--- src/rtl/rv_pkg.sv ---
// rv_pkg: opcode constants, NOP encoding and fetch FSM states shared across the core.
// FETCH_MISALIGN_CHK_EN adds the FAULT state.
package rv_pkg;
  localparam logic [6:0]  OPC_JAL   = 7'b1101111;
  localparam logic [6:0]  OPC_LUI   = 7'b0110111;
  localparam logic [6:0]  OPC_AUIPC = 7'b0010111;
  localparam logic [6:0]  OPC_OPIMM = 7'b0010011;
  localparam logic [31:0] NOP_INSTR = 32'h0000_0013;
  typedef enum logic [2:0] {
    S_IDLE,
    S_REQ,
    S_WAIT,
    S_DRAIN,
    S_VALID
`ifdef FETCH_MISALIGN_CHK_EN
    , S_FAULT
`endif
  } fetch_state_e;
endpackage

--- src/rtl/pc_next.sv ---
// pc_next: next-PC select (redirect, pc+4 or hold) with fetch-address alignment check.
// FETCH_MISALIGN_CHK_EN keeps redirect low bits and reports misalignment; otherwise they are cleared.
module pc_next #(
  parameter int XLEN = 32
) (
  input  logic [XLEN-1:0] pc_i,
  input  logic            adv_i,
  input  logic            redir_i,
  input  logic [XLEN-1:0] redir_pc_i,
  output logic [XLEN-1:0] pc_nxt_o
`ifdef FETCH_MISALIGN_CHK_EN
  , output logic          mis_o
`endif
);
  logic [XLEN-1:0] tgt;
`ifdef FETCH_MISALIGN_CHK_EN
  assign tgt   = redir_pc_i;
  assign mis_o = |pc_nxt_o[1:0];
`else
  assign tgt = redir_pc_i & ~XLEN'(3);
`endif
  assign pc_nxt_o = redir_i ? tgt : adv_i ? pc_i + XLEN'(4) : pc_i;
endmodule

--- src/rtl/instr_fetch.sv ---
// instr_fetch: PC holder and instruction-memory requester feeding decode.
// FETCH_MISALIGN_CHK_EN traps misaligned redirect targets in a FAULT state.
module instr_fetch
  import rv_pkg::*;
#(
  parameter int              XLEN     = 32,
  parameter logic [XLEN-1:0] RESET_PC = '0
) (
  input  logic            clk,
  input  logic            rst_n,
  output logic            imem_req_valid,
  input  logic            imem_req_ready,
  output logic [XLEN-1:0] imem_req_addr,
  input  logic            imem_rsp_valid,
  input  logic [31:0]     imem_rsp_data,
  input  logic            redirect_valid,
  input  logic [XLEN-1:0] redirect_pc,
  input  logic            stall,
  output logic            instr_valid_d,
  output logic [31:0]     instr_out_d,
  output logic [XLEN-1:0] pc_out_d,
  output logic [6:0]      opcode_out_d,
  output logic            misalign_d
);
  fetch_state_e    state_q, state_d, go;
  logic [XLEN-1:0] pc_q, pc_d, pout_q, pout_d;
  logic [31:0]     instr_q, instr_d;
  logic            vld_q, vld_d, mis_q, mis_d, adv, redir;
  assign redir = redirect_valid && state_q != S_IDLE;
`ifdef FETCH_MISALIGN_CHK_EN
  logic mis_nxt;
  pc_next #(.XLEN(XLEN)) u_pc_next (
    .pc_i(pc_q), .adv_i(adv), .redir_i(redir), .redir_pc_i(redirect_pc),
    .pc_nxt_o(pc_d), .mis_o(mis_nxt)
  );
  assign go = mis_nxt ? S_FAULT : S_REQ;
`else
  pc_next #(.XLEN(XLEN)) u_pc_next (
    .pc_i(pc_q), .adv_i(adv), .redir_i(redir), .redir_pc_i(redirect_pc),
    .pc_nxt_o(pc_d)
  );
  assign go = S_REQ;
`endif
  assign imem_req_valid = state_q == S_REQ;
  assign imem_req_addr  = pc_q;
  assign instr_valid_d  = vld_q;
  assign instr_out_d    = instr_q;
  assign pc_out_d       = pout_q;
  assign opcode_out_d   = instr_q[6:0];
  assign misalign_d     = mis_q;
  always_comb begin
    state_d = state_q;
    vld_d   = redir ? 1'b0 : vld_q;
    mis_d   = redir ? 1'b0 : mis_q;
    instr_d = instr_q;
    pout_d  = pout_q;
    adv     = 1'b0;
    case (state_q)
      S_IDLE:  state_d = S_REQ;
      S_REQ:   state_d = redir ? (imem_req_ready ? S_DRAIN : go) : (imem_req_ready ? S_WAIT : S_REQ);
      S_WAIT: begin
        if (redir) state_d = imem_rsp_valid ? go : S_DRAIN;
        else if (imem_rsp_valid) begin
          state_d = S_VALID;
          vld_d   = 1'b1;
          instr_d = imem_rsp_data;
          pout_d  = pc_q;
        end
      end
      S_VALID: begin
        if (redir) state_d = go;
        else if (!stall) begin
          state_d = S_REQ;
          vld_d   = 1'b0;
          adv     = 1'b1;
        end
      end
      S_DRAIN: state_d = imem_rsp_valid ? go : S_DRAIN;
`ifdef FETCH_MISALIGN_CHK_EN
      S_FAULT: state_d = redir ? go : S_FAULT;
`endif
      default: state_d = S_IDLE;
    endcase
`ifdef FETCH_MISALIGN_CHK_EN
    // A drain that finishes on a misaligned pc enters FAULT just like a direct redirect.
    if (state_d == S_FAULT && (redir || state_q == S_DRAIN)) begin
      vld_d   = 1'b1;
      mis_d   = 1'b1;
      instr_d = NOP_INSTR;
      pout_d  = pc_d;
    end
`endif
  end
  always_ff @(posedge clk or negedge rst_n) begin
    if (!rst_n) begin
      state_q <= S_IDLE;
      pc_q    <= RESET_PC;
      pout_q  <= RESET_PC;
      instr_q <= NOP_INSTR;
      vld_q   <= 1'b0;
      mis_q   <= 1'b0;
    end else begin
      state_q <= state_d;
      pc_q    <= pc_d;
      pout_q  <= pout_d;
      instr_q <= instr_d;
      vld_q   <= vld_d;
      mis_q   <= mis_d;
    end
  end
endmodule

--- config.mk ---
export PLATFORM = sky130hd
export DESIGN_NAME = instr_fetch
export DESIGN_NICKNAME = d
export VERILOG_FILES = /design/src/rtl/rv_pkg.sv /design/src/rtl/pc_next.sv /design/src/rtl/instr_fetch.sv
export SDC_FILE = /design/constraint.sdc
export NUM_CORES = 1
export LEC_CHECK = 0
export CORE_UTILIZATION = 30
export CTS_BUF_LIST = sky130_fd_sc_hd__clkbuf_8
export CTS_CLUSTER_DIAMETER = 80
export DETAILED_ROUTE_END_ITERATION = 16
export PLACE_DENSITY_LB_ADDON = 0.05
export SLEW_MARGIN = 20
export SYNTH_ARGS = -nofsm -noshare
export SYNTH_HDL_FRONTEND = slang
export SYNTH_SLANG_ARGS = --single-unit
--- constraint.sdc ---
create_clock -name clk -period 2.5 [get_ports clk]
set_input_delay 0.5 -clock clk [delete_from_list [all_inputs] [get_ports clk]]
set_output_delay 0.5 -clock clk [all_outputs]
set_load 0.01 [all_outputs]
==> results_dict.tcl <==
set metrics [dict create \
    status "complete, no violations" \
    post_layout_utilization_of_the_core_pct 46.1 \
    viasPerCell 4.84 \
    synthDominantCellAreaShare_pct 52.0 \
    post-cts-setup-buffer-count 0 \
    synth_edf_count 0 \
    pin_count 176 \
    syn_area_um2 4480 \
    synthesis.area_per_instance_um2 11.5 \
    cts_resized 0 \
    syn_to_final_growth_pct 49.5 \
    first_pass_grt_wire_length_um 19500 \
    cts.reportedPaths.clkPinSlew_ns 0.10 \
    r2r_start "imem_req_addr[12]" \
    grt_pass1_vias 3671 \
    power.density_cell_area_nw_per_um2 985 \
    critPathArrivalTime_ns 1.76 \
    clk-insertion-delay-late_ns 0.38 \
    post_route_cells_drive_above_1_share_pct 19.3 \
    die_height_um 124 \
    finalCritPeriodShare_pct 90.5 \
    port_buffers 168 \
    area.sequential_um2 2410 \
    finalHoldViolations 0 \
    cts_hold_buffers 0 \
    power.leakage_nw 2.78 \
    critPathCaptureType "primary output" \
    worst_setup_path_start_kind "flop" \
    post_synth_main_area_contributors "sky130_fd_sc_hd__dfrtp_1 52%, sky130_fd_sc_hd__mux2_2 15%, sky130_fd_sc_hd__nand2_1 3.3%, sky130_fd_sc_hd__nand3_1 2.5%, sky130_fd_sc_hd__buf_4 2.0%" \
    route.vias.total 3653 \
    place_congestion 0.797 \
    yosys_register_bits 96 \
    die_width_um 124 \
    diodes_inserted 0 \
    drt_iter0_drc 164 \
    initial_utilization_pct 30.8 \
    floorplan.rows 44 \
    cp.required_ns 2.00 \
    antenna_violating_nets_post_route 0 \
    grt_max_degree 46 \
    wirelength_um 12500 \
    area_taken_by_multi_input_logic_gates_um2 1910 \
    irDropWorstVdd_mv 0.444 \
    postSynth.topFlopCell "sky130_fd_sc_hd__dfrtp_1" \
    initial_antenna_violation_count 0 \
    report.final.setup_viol 0 \
    synth.yosys.seq_area_share_pct 53.7 \
    grt_overall_usage_pct 16.9 \
    final_nets 636 \
    r2r-end "imem_req_addr[24]" \
    numClockSinks 96 \
    worstHoldPathType "in -> async" \
    cts_buffer_depth 2 \
    synthCells 390 \
    fillers 1364 \
    reg2reg_depth 5 \
    setup_tns_ns 0 \
    drv_slew 0 \
    max_freq_ghz 0.442 \
    ctsRootBufferMaster "sky130_fd_sc_hd__clkbuf_8" \
    cts_htree_levels 3 \
    cp_max_fo 10 \
    yosysUniqueCellTypes 51 \
    clock-skew-final_ns 0.00554 \
    worst-setup-path-type "reg -> out" \
    firstDrtPassIters 4 \
    remaining_drc_errors 0 \
    yosys_warnings 0 \
    min_period_ns 2.26 \
    core_area_um2 14500 \
    r2r_setup_slack_ns 0.33 \
    instances_no_fill 754 \
    synth_top_cells_by_count "93 x sky130_fd_sc_hd__dfrtp_1, 60 x sky130_fd_sc_hd__mux2_2, 39 x sky130_fd_sc_hd__nand2_1" \
    async_reset_ff_share_pct 100 \
    hpwlAfterDp_um 9220 \
    place_inst 738 \
    setup_repair_after_global_routing_missed_its_margin "no" \
    synth_most_common_cell "sky130_fd_sc_hd__dfrtp_1" \
    dieArea_um2 15400 \
    cap_viol_max_count 0 \
    timing_worst_slew_pin_value_ns 0.607 \
    numCtsBuffers 9 \
    post_drt_wl_per_cell_um 16.6 \
    clock_tree_from_tritoncts "done" \
    report.power.total_w 0.00660 \
    yosysTopAreaCell "sky130_fd_sc_hd__dfrtp_1" \
    globalRouteOverflowTotal 0 \
    slew_headroom_pct 59.5 \
]
worst max-delay path: stages (launching register included):
cell and delay, ns:
sky130_fd_sc_hd__dfrtp_1 0.57, sky130_fd_sc_hd__nor3b_1 0.24, sky130_fd_sc_hd__clkdlybuf4s50_1 0.57
worst max-delay path by stage:
| stage | startpoint | end | slack [ns] |
|---|---|---|---|
| 2_1_floorplan | imem_req_addr[10] | imem_req_addr[24] | 0.51 |
| 3_3_place_gp | stall | imem_req_addr[29] | 0.08 |
| 3_5_place_dp | stall | imem_req_addr[25] | 0.06 |
| 4_1_cts | state_q[0] | imem_req_valid | 0.20 |
| 5_1_grt | state_q[0] | imem_req_valid | 0.07 |
| 6_report | state_q[0] | imem_req_valid | 0.24 |
layout make-up:
type | instances | share of cell area, %
flip-flops and latches | 96 | 35.9
multi-input cells | 263 | 28.6
repair buffers | 191 | 28.4
well taps | 184 | 3.44
clock buffers | 11 | 2.26
clock inverters | 5 | 1.20
inverters | 4 | 0.224
flip-flops by register name, indices dropped and copies added, names as in the netlist:
signal and count:
instr_out_d 32, imem_req_addr 30, pc_out_d 30, state_q 3, instr_valid_d 1
routing by layer:
metal  track usage, %  share of wire [%]
met3             5.95                8.9
met5                0                  0
met1             22.1                 45
met2             25.8                 44
met4             5.80                1.4
per-stage QoR:
stage / area, µm² / setup slack [ns] / hold slack, ns
floorplan: 4490 / 0.514 / 0.204
global placement: 6470 / 0.0840 / 0.467
detailed placement: 6470 / 0.0551 / 0.476
CTS: 6700 / 0.196 / 0.120
global route: 6700 / 0.0702 / 0.140
finish: 6700 / 0.237 / 0.107
report_power, final:
part           internal [W]  total (W)  switching [W]
registers           0.00215    0.00262       0.000467
logic               0.00173    0.00278        0.00105
clock network      0.000617    0.00119       0.000576
total               0.00450    0.00660        0.00210
cell usage in the layout (no fill, tap or decap), types with 5 or more instances in the layout:
cell type,n
sky130_fd_sc_hd__dfrtp_1,93
sky130_fd_sc_hd__nor3_1,11
sky130_fd_sc_hd__o211ai_1,6
sky130_fd_sc_hd__o21ai_0,16
sky130_fd_sc_hd__a22oi_1,5
sky130_fd_sc_hd__nand3_1,22
sky130_fd_sc_hd__a31oi_1,6
sky130_fd_sc_hd__mux2_2,60
sky130_fd_sc_hd__nor2_1,15
sky130_fd_sc_hd__xor2_1,6
sky130_fd_sc_hd__xnor2_1,5
sky130_fd_sc_hd__conb_1,5
sky130_fd_sc_hd__inv_1,5
sky130_fd_sc_hd__or3_1,5
sky130_fd_sc_hd__nand4_1,6
sky130_fd_sc_hd__nand2_1,38
sky130_fd_sc_hd__clkbuf_8,11
sky130_fd_sc_hd__clkdlybuf4s50_1,167
sky130_fd_sc_hd__buf_4,20
logic make-up after synthesis:
group / after synthesis / share of synthesized area (%)
buffers and inverters: 35 / 4.13
DFF: 96 / 53.7
AOI/OAI and AO/OA: 58 / 8.83
other: 1 / 0.0837
adders and majority gates: 1 / 0.279
muxes: 62 / 15.5
and+or+nand+nor: 126 / 15.3
xor gates and xnor gates: 11 / 2.15
Power figures use the tool's default switching activity.
